<file path="src/rtl/pipe_stage_skid.sv">
// pipe_stage_skid: parametrised pipeline-stage register with valid/ready
// handshake and a 2-entry skid buffer. in_ready is registered, so no
// combinational ready path reaches the upstream stage.
// Interrupt redirect (req) injects HANDLER_PC. Flush turns the held beat into a bubble.
// Optional feature macro: PIPE_STAGE_STALL_CNT_EN (backpressure cycle counter).
module pipe_stage_skid #(
  parameter int              PC_W       = 32,
  parameter int              INSTR_W    = 32,
  parameter int              EXC_W      = 5,
  parameter int              SIDE_W     = 8,
  parameter logic [PC_W-1:0] RESET_PC   = 32'h0000_3000,
  parameter logic [PC_W-1:0] HANDLER_PC = 32'h0000_4180
) (
  input  logic               clk,
  input  logic               reset_n,
  input  logic               req,
  input  logic               flush,
  input  logic               in_valid,
  output logic               in_ready,
  input  logic [PC_W-1:0]    in_pc,
  input  logic [INSTR_W-1:0] in_instr,
  input  logic [EXC_W-1:0]   in_exc,
  input  logic               in_bd,
  input  logic [SIDE_W-1:0]  in_side,
  output logic               out_valid,
  input  logic               out_ready,
  output logic [PC_W-1:0]    out_pc,
  output logic [INSTR_W-1:0] out_instr,
  output logic [EXC_W-1:0]   out_exc,
  output logic               out_bd,
  output logic [SIDE_W-1:0]  out_side,
  output logic [31:0]        stall_cnt
);

  // Beat layout: {pc, instr, exc, bd, side}; payload is everything except pc.
  localparam int PAY_W  = INSTR_W + EXC_W + 1 + SIDE_W;
  localparam int BEAT_W = PC_W + PAY_W;

  typedef enum logic [1:0] {
    ST_EMPTY = 2'd0,
    ST_ONE   = 2'd1,
    ST_FULL  = 2'd2
  } state_t;

  // A bubble keeps the PC (so EPC still has a value) and zeroes the payload,
  // which makes out_instr a nop while the stage is empty.
  function automatic logic [BEAT_W-1:0] make_bubble(input logic [BEAT_W-1:0] beat);
    make_bubble = {beat[BEAT_W-1 -: PC_W], {PAY_W{1'b0}}};
  endfunction

  state_t              state_r;
  state_t              state_next_s;
  logic [BEAT_W-1:0]   main_r;
  logic [BEAT_W-1:0]   main_next_s;
  logic [BEAT_W-1:0]   skid_r;
  logic [BEAT_W-1:0]   skid_next_s;
  logic [BEAT_W-1:0]   in_beat_s;
  logic                in_ready_r;
  logic                out_valid_r;
  logic                in_fire_s;
  logic                out_fire_s;

  assign in_beat_s  = {in_pc, in_instr, in_exc, in_bd, in_side};
  assign in_fire_s  = in_valid & in_ready_r;
  assign out_fire_s = out_valid_r & out_ready;

  assign in_ready   = in_ready_r;
  assign out_valid  = out_valid_r;
  assign out_pc     = main_r[BEAT_W-1 -: PC_W];
  assign out_instr  = main_r[PAY_W-1 -: INSTR_W];
  assign out_exc    = main_r[EXC_W+SIDE_W -: EXC_W];
  assign out_bd     = main_r[SIDE_W];
  assign out_side   = main_r[SIDE_W-1:0];

  // Next-state and next-storage selection: req > flush > handshake.
  always_comb begin
    state_next_s = state_r;
    main_next_s  = main_r;
    skid_next_s  = skid_r;
    if (req) begin
      // Redirect: handler entry becomes the only held beat; any incoming beat is dropped.
      main_next_s  = {HANDLER_PC, {PAY_W{1'b0}}};
      state_next_s = ST_ONE;
    end else if (flush) begin
      // Kill everything held; skid contents become don't-care once invalid.
      main_next_s  = make_bubble(main_r);
      state_next_s = ST_EMPTY;
    end else begin
      case (state_r)
        ST_EMPTY: begin
          if (in_fire_s) begin
            main_next_s  = in_beat_s;
            state_next_s = ST_ONE;
          end else begin
            state_next_s = ST_EMPTY;
          end
        end
        ST_ONE: begin
          if (in_fire_s && out_fire_s) begin
            main_next_s  = in_beat_s;
            state_next_s = ST_ONE;
          end else if (in_fire_s) begin
            skid_next_s  = in_beat_s;
            state_next_s = ST_FULL;
          end else if (out_fire_s) begin
            main_next_s  = make_bubble(main_r);
            state_next_s = ST_EMPTY;
          end else begin
            state_next_s = ST_ONE;
          end
        end
        ST_FULL: begin
          // in_ready is low here, so only the drain side can move.
          if (out_fire_s) begin
            main_next_s  = skid_r;
            state_next_s = ST_ONE;
          end else begin
            state_next_s = ST_FULL;
          end
        end
        default: begin
          main_next_s  = make_bubble(main_r);
          state_next_s = ST_EMPTY;
        end
      endcase
    end
  end

  // State, storage and the registered handshake flags.
  always_ff @(posedge clk) begin
    if (!reset_n) begin
      state_r     <= ST_EMPTY;
      main_r      <= {RESET_PC, {PAY_W{1'b0}}};
      skid_r      <= {BEAT_W{1'b0}};
      in_ready_r  <= 1'b1;
      out_valid_r <= 1'b0;
    end else begin
      state_r     <= state_next_s;
      main_r      <= main_next_s;
      skid_r      <= skid_next_s;
      in_ready_r  <= (state_next_s != ST_FULL);
      out_valid_r <= (state_next_s != ST_EMPTY);
    end
  end

`ifdef PIPE_STAGE_STALL_CNT_EN
  localparam logic [31:0] STALL_MAX = 32'hFFFF_FFFF;

  logic [31:0] stall_cnt_r;

  // Saturating count of cycles where a valid beat is held back by the consumer.
  always_ff @(posedge clk) begin
    if (!reset_n) begin
      stall_cnt_r <= 32'd0;
    end else if (out_valid_r && !out_ready && (stall_cnt_r != STALL_MAX)) begin
      stall_cnt_r <= stall_cnt_r + 32'd1;
    end else begin
      stall_cnt_r <= stall_cnt_r;
    end
  end

  assign stall_cnt = stall_cnt_r;
`else
  assign stall_cnt = 32'd0;
`endif

endmodule

</file>
<file path="config.mk">
export PLATFORM = sky130hd
export DESIGN_NAME = pipe_stage_skid
export DESIGN_NICKNAME = d
export VERILOG_FILES = /design/src/rtl/pipe_stage_skid.sv
export SDC_FILE = /design/constraint.sdc
export NUM_CORES = 1
export LEC_CHECK = 0
export CORE_MARGIN = 2
export CORE_UTILIZATION = 51
export CTS_CLUSTER_DIAMETER = 120
export CTS_CLUSTER_SIZE = 20
export DETAILED_ROUTE_END_ITERATION = 6
export PLACE_DENSITY = 0.84
export SETUP_SLACK_MARGIN = 0.2
export SLEW_MARGIN = 0
export SYNTH_ARGS = -nofsm -noshare
export SYNTH_HDL_FRONTEND = slang
export SYNTH_SLANG_ARGS = --single-unit
</file>
<file path="constraint.sdc">
create_clock -name clk -period 3.8 [get_ports clk]
set_input_delay 0.76 -clock clk [delete_from_list [all_inputs] [get_ports clk]]
set_output_delay 0.76 -clock clk [all_outputs]
set_load 0.05 [all_outputs]
</file>
* Word level (Yosys, flattened, before mapping)
Index checks and enable logic that the tools add are counted.
W data, S select, Z words.
** Operators by class
- Equality and inequality tests :: 12
- Multiplexer cells :: 16
- Bitwise operators :: 6
- Reductions and logical operators :: 11
** Operators with widths (count)
- $mux W78 :: 3
- $pmux W78 S3 :: 1
- $mux W61 :: 2
- $mux W46 :: 2
- $ne A3 B3 Y1 const B :: 5
- $reduce_and A5 Y1 :: 3
- $mux W2 :: 5
- $ne A2 B2 Y1 const B :: 5
- $pmux W2 S3 :: 1
- $not A1 Y1 :: 4
- $reduce_and A4 Y1 :: 1
- $reduce_bool A4 Y1 :: 1
- $reduce_bool A3 Y1 :: 1
- $reduce_or A3 Y1 :: 1
- $and A1 B1 Y1 :: 2
- $eq A2 B1 Y1 const B :: 1
- $eq A2 B2 Y1 const B :: 1
- $logic_not A2 Y1 :: 1
- $mux W1 :: 2
- $reduce_bool A2 Y1 :: 1
- $reduce_or A2 Y1 :: 1
- $logic_and A1 B1 Y1 :: 1
** Storage, ports and cells
- Bits in registers :: 160
- Bits of input ports :: 84
- Output and inout port bits :: 112
- Word-level logic and storage cells :: 52

* Logic depth before layout (Yosys ltp)
- Depth after elaboration :: 8
- Mapped depth :: 9

* Worst setup path after synthesis
No wires, ideal clock.
- Kind :: input port to flip-flop
- Start :: in in_valid
- End :: reg main_r[54]
- Library setup time :: 131 ps
- Arrival :: 1775 ps
- Path slack :: 1894 ps
- Stages on the path :: 6
- Buffers on the path :: 2
- Path through :: and3b_1 > buf_6 > a211o_1 > buf_2 > o311ai_2 > a21oi_1
** Between the ends
- Word-level cells in the longest chain between the ends :: 4
- Elaborated cells between the ends (all ways) :: 5
- Classes of those cells :: 2 x eq/ne; 1 x bitwise; 2 x reduce/logical
** RTL lines
- from (decl) :: line 18 : input logic in_valid,
- $and A1 B1 Y1 * :: line 64 : assign in_fire_s = in_valid & in_ready_r;
- $logic_and A1 B1 Y1 :: line 99 : if (in_fire_s && out_fire_s) begin
- $ne A3 B3 Y1 (no line)
- $reduce_and A5 Y1 (no line) *
- to (signal assigned) :: line 133 : main_r <= {RESET_PC, {PAY_W{1'b0}}};
- to (signal assigned) :: line 139 : main_r <= main_next_s;
- to (decl) :: line 53 : logic [BEAT_W-1:0] main_r;
Mark *: on every way between the ends. The rest lies on a longest branch, timed or not.
A chain may end at the register's enable or synchronous reset.

* Worst setup path in the final report
- Start :: in out_ready
- End :: reg main_r[77]
** Between the ends
- Word-level cells in the longest chain between the ends :: 4
- Elaborated cells between the ends (all ways) :: 5
- Classes of those cells :: 2 x eq/ne; 1 x bitwise; 2 x reduce/logical
** RTL lines
- from (decl) :: line 26 : input logic out_ready,
- $and A1 B1 Y1 * :: line 65 : assign out_fire_s = out_valid_r & out_ready;
- $logic_and A1 B1 Y1 :: line 99
- $ne A2 B2 Y1 (no line)
- $reduce_and A5 Y1 (no line) *
Marked as above.

==> flow_summary.json <==
{
  "vias_per_cell": 5.79,
  "floorplan.io_pins": 196,
  "seq_power_share_pct": 42.9,
  "placementRows": 41,
  "vias": 5947,
  "die_h_um": 118,
  "nNetsFinal": 929,
  "combPwrFrac_pct": 14.6,
  "synth_area_leader_cell": "dfxtp_1",
  "fin_worst_skew_ns": 0.00491,
  "post-route-min-period_ns": 2.62,
  "switchingPower_mw": 1.04,
  "insertedDiodeCount": 0,
  "synth-seq-area-share_pct": 48.5,
  "setup_tns_ns": 0,
  "post-dp-hpwl_um": 11700,
  "power.static_leakage_nw": 3.00,
  "grt_pass1_wl_um": 29400,
  "cts_setup_buffers": 0,
  "power.clock.fraction_pct": 42.6,
  "routed_wirelength_um": 18200,
  "clock_insertion_delay_worst_skew_ns": 0.41,
  "detail_route.drc_violations": 2,
  "synthArstFlopShare_pct": 0,
  "synth_top_area_share_pct": 48.5,
  "cap_violations": 0,
  "max_stage_delay_ns": 0.53,
  "synth.avg_cell_area_um2": 9.20,
  "cts_made_buffers": 17,
  "nature_of_the_critical_path_startpoint": "primary input",
  "number_of_flops_mapped_to_enable_cells_by_yosys": 0,
  "route.detailed.wl_per_inst_um": 17.7,
  "cts_tree": "done",
  "ant_nets": 0,
  "powerDensity_nw_per_um2": 468,
  "clk_pin_slew_ns": 0.06,
  "setup_repair_after_global_routing_missed_its_margin": "false",
  "port_buffers": 163,
  "core_area_um2": 12600,
  "intPower_mw": 3.04,
  "postCtsResizedCells": 0,
  "syn-instance-count": 718,
  "worstPathArrival_ns": 2.95,
  "vdd_ir_drop_max_mv": 0.320,
  "min_period_over_period_pct": 69.0,
  "outcome": "complete, but fails checks",
  "drt_first_iter_violations": 709,
  "vias_in_the_first_global_route": 5956,
  "cts-root-to-sink-buffers": 2,
  "synth_warnings": 0,
  "post_synth_main_area_contributors": "dfxtp_1 48%, nand2_1 9.1%, a222oi_1 7.0%, a21boi_0 6.6%, a211oi_2 3.8%",
  "cts_num_sinks": 160,
  "detailed_routing_iteration_count_for_the_pre_antenna_repair_pass": 7,
  "power_mw": 4.08,
  "grt_remaining_overflow": 0,
  "areaGrowthSynthToFinish_pct": 32.0,
  "fillerInstances": 964,
  "die_area_um2": 13900,
  "maximum_number_of_pins_on_one_net_before_global_route_repair": 68,
  "swShare_pct": 25.6,
  "synth_commonest_cells": "160 x dfxtp_1, 160 x nand2_1, 58 x a21boi_0, 47 x nor2_1, 46 x a222oi_1",
  "hold_path.class": "register to register",
  "crit_type": "primary input to register",
  "cts_hold_buf": 0,
  "final-hold-violation-count": 0,
  "cts-root-buf": "clkbuf_16",
  "drv_slew": 0,
  "path_cells": "clkdlybuf4s50_1, and4b_2, a211o_1, buf_4, a21oi_1, a211oi_2",
  "syn-cell-area_um2": 6610,
  "globalplace.congestion": 0.802,
  "violations": "design-rule violations",
  "antenna_found_initial": 0,
  "initial_core_util_pct": 52.3,
  "timing.fmax_mhz": 381,
  "critical-path-slowest-cell": "and4b_2",
  "critPathCaptureType": "register",
  "setup-violations-final": 0,
  "synth_cell_types": 43,
  "cp_max_fo": 19,
  "grt_usage_pct": 25.9,
  "synthFlopType": "dfxtp_1",
  "postSynthRegisterBits": 160,
  "slew_headroom_pct": 33.2,
  "final_layout_size_suffix_gt1_share_pct": 8.54,
  "chipWidth_um": 118,
  "cts_htree_levels": 4,
  "worst_ep_required_time_ns": 4.13,
  "worstMarginPinSlew_ns": 1.00
}
critical path: cells and delay by family:
| family | cells | cell delay, ns |
|---|---|---|
| AO/OA/AOI/OAI | 3 | 0.83 |
| buffers and inverters | 2 | 0.81 |
| AND/OR/NAND/NOR | 1 | 0.53 |
area by class of cell:
cell class,instances,area (um^2),share of cell area (%)
clock buffer,23,498,5.71
clock inverter,6,105,1.21
inverter,2,7.51,0.0861
multi-input combinational,488,2960,34.0
sequential,160,3200,36.7
tap,172,215,2.47
timing repair buffer,176,1720,19.8
power groups by stage:
stage	logic, mW	clock network, mW	registers [mW]
after detailed placement	0.587	0	1.78
final	0.595	1.74	1.75
after global routing	0.629	1.83	1.75
after global placement	0.575	0	1.78
after floorplan	0.325	0	1.86
after CTS	0.592	1.75	1.75
worst paths after layout:
check / slack, ns / endpoint / cells past startpoint / startpoint
worst max-delay path: 1.18 / main_r[77]$_SDFFE_PP0P_ / 6 / out_ready
worst min-delay path: 0.45 / skid_r[69]$_SDFFE_PN0P_ / 2 / skid_r[69]$_SDFFE_PN0P_
worst max register to register: 1.47 / main_r[77]$_SDFFE_PP0P_ / 5 / state_r[0]$_SDFF_PN0_
worst min register to register: 0.45 / skid_r[69]$_SDFFE_PN0P_ / 2 / skid_r[69]$_SDFFE_PN0P_
cell families (layout without fill, tap and decap cells):
kind of cell	count (synthesis)	after routing	synth area share, %
other	1	32	0.0568
flip-flops	160	160	48.5
AO/OA/AOI/OAI	232	232	28.9
buffers and inverters	101	207	8.85
XOR/XNOR	1	1	0.133
AND/OR/NAND/NOR	223	223	13.6
registers in the layout (all words and copies together), names as in the netlist:
signal and count:
state_r 2, in_ready 1, main_r 78, out_valid 1, skid_r 78
metrics by stage:
| step | util [%] | cells | hold WS (ns) | instance area, um^2 | setup slack (ns) |
|---|---|---|---|---|---|
| floorplan | - | 749 | 0.430 | 6720 | 1.89 |
| global placement | 64.3 | 998 | 0.437 | 8110 | 0.898 |
| detailed placement | 64.3 | 998 | 0.448 | 8110 | 0.825 |
| CTS | 69.1 | 1027 | 0.457 | 8720 | 1.23 |
| global route | 69.1 | 1027 | 0.478 | 8720 | 1.08 |
| finish | 69.1 | 1027 | 0.455 | 8720 | 1.18 |
per-layer routing:
metal	share of wire (%)	global-route usage (%)	vias to the layer above
li1	-	-	2770
met4	1.5	9.56	0
met3	9.2	7.99	28
met2	49	43.8	267
met1	41	31.1	2882
met5	0	0	-
layout by cell type, fill, tap and decap left out, types with 2 or more instances in the layout:
cell	instances
a211oi_1	7
o311ai_0	2
clkdlybuf4s50_1	162
clkbuf_16	17
clkinv_2	3
a211oi_2	20
a21oi_1	34
a21boi_1	20
a21boi_0	58
o31ai_1	2
or3_1	4
buf_4	13
nor2_1	47
conb_1	32
clkbuf_8	5
and2_1	2
a211o_1	2
a22oi_1	27
a221oi_1	3
dfxtp_1	160
o2111ai_1	2
inv_1	2
a2111oi_0	2
a222oi_1	46
nand2_1	159
bufinv_16	3
No activity file was read; power rests on OpenSTA's default activity.
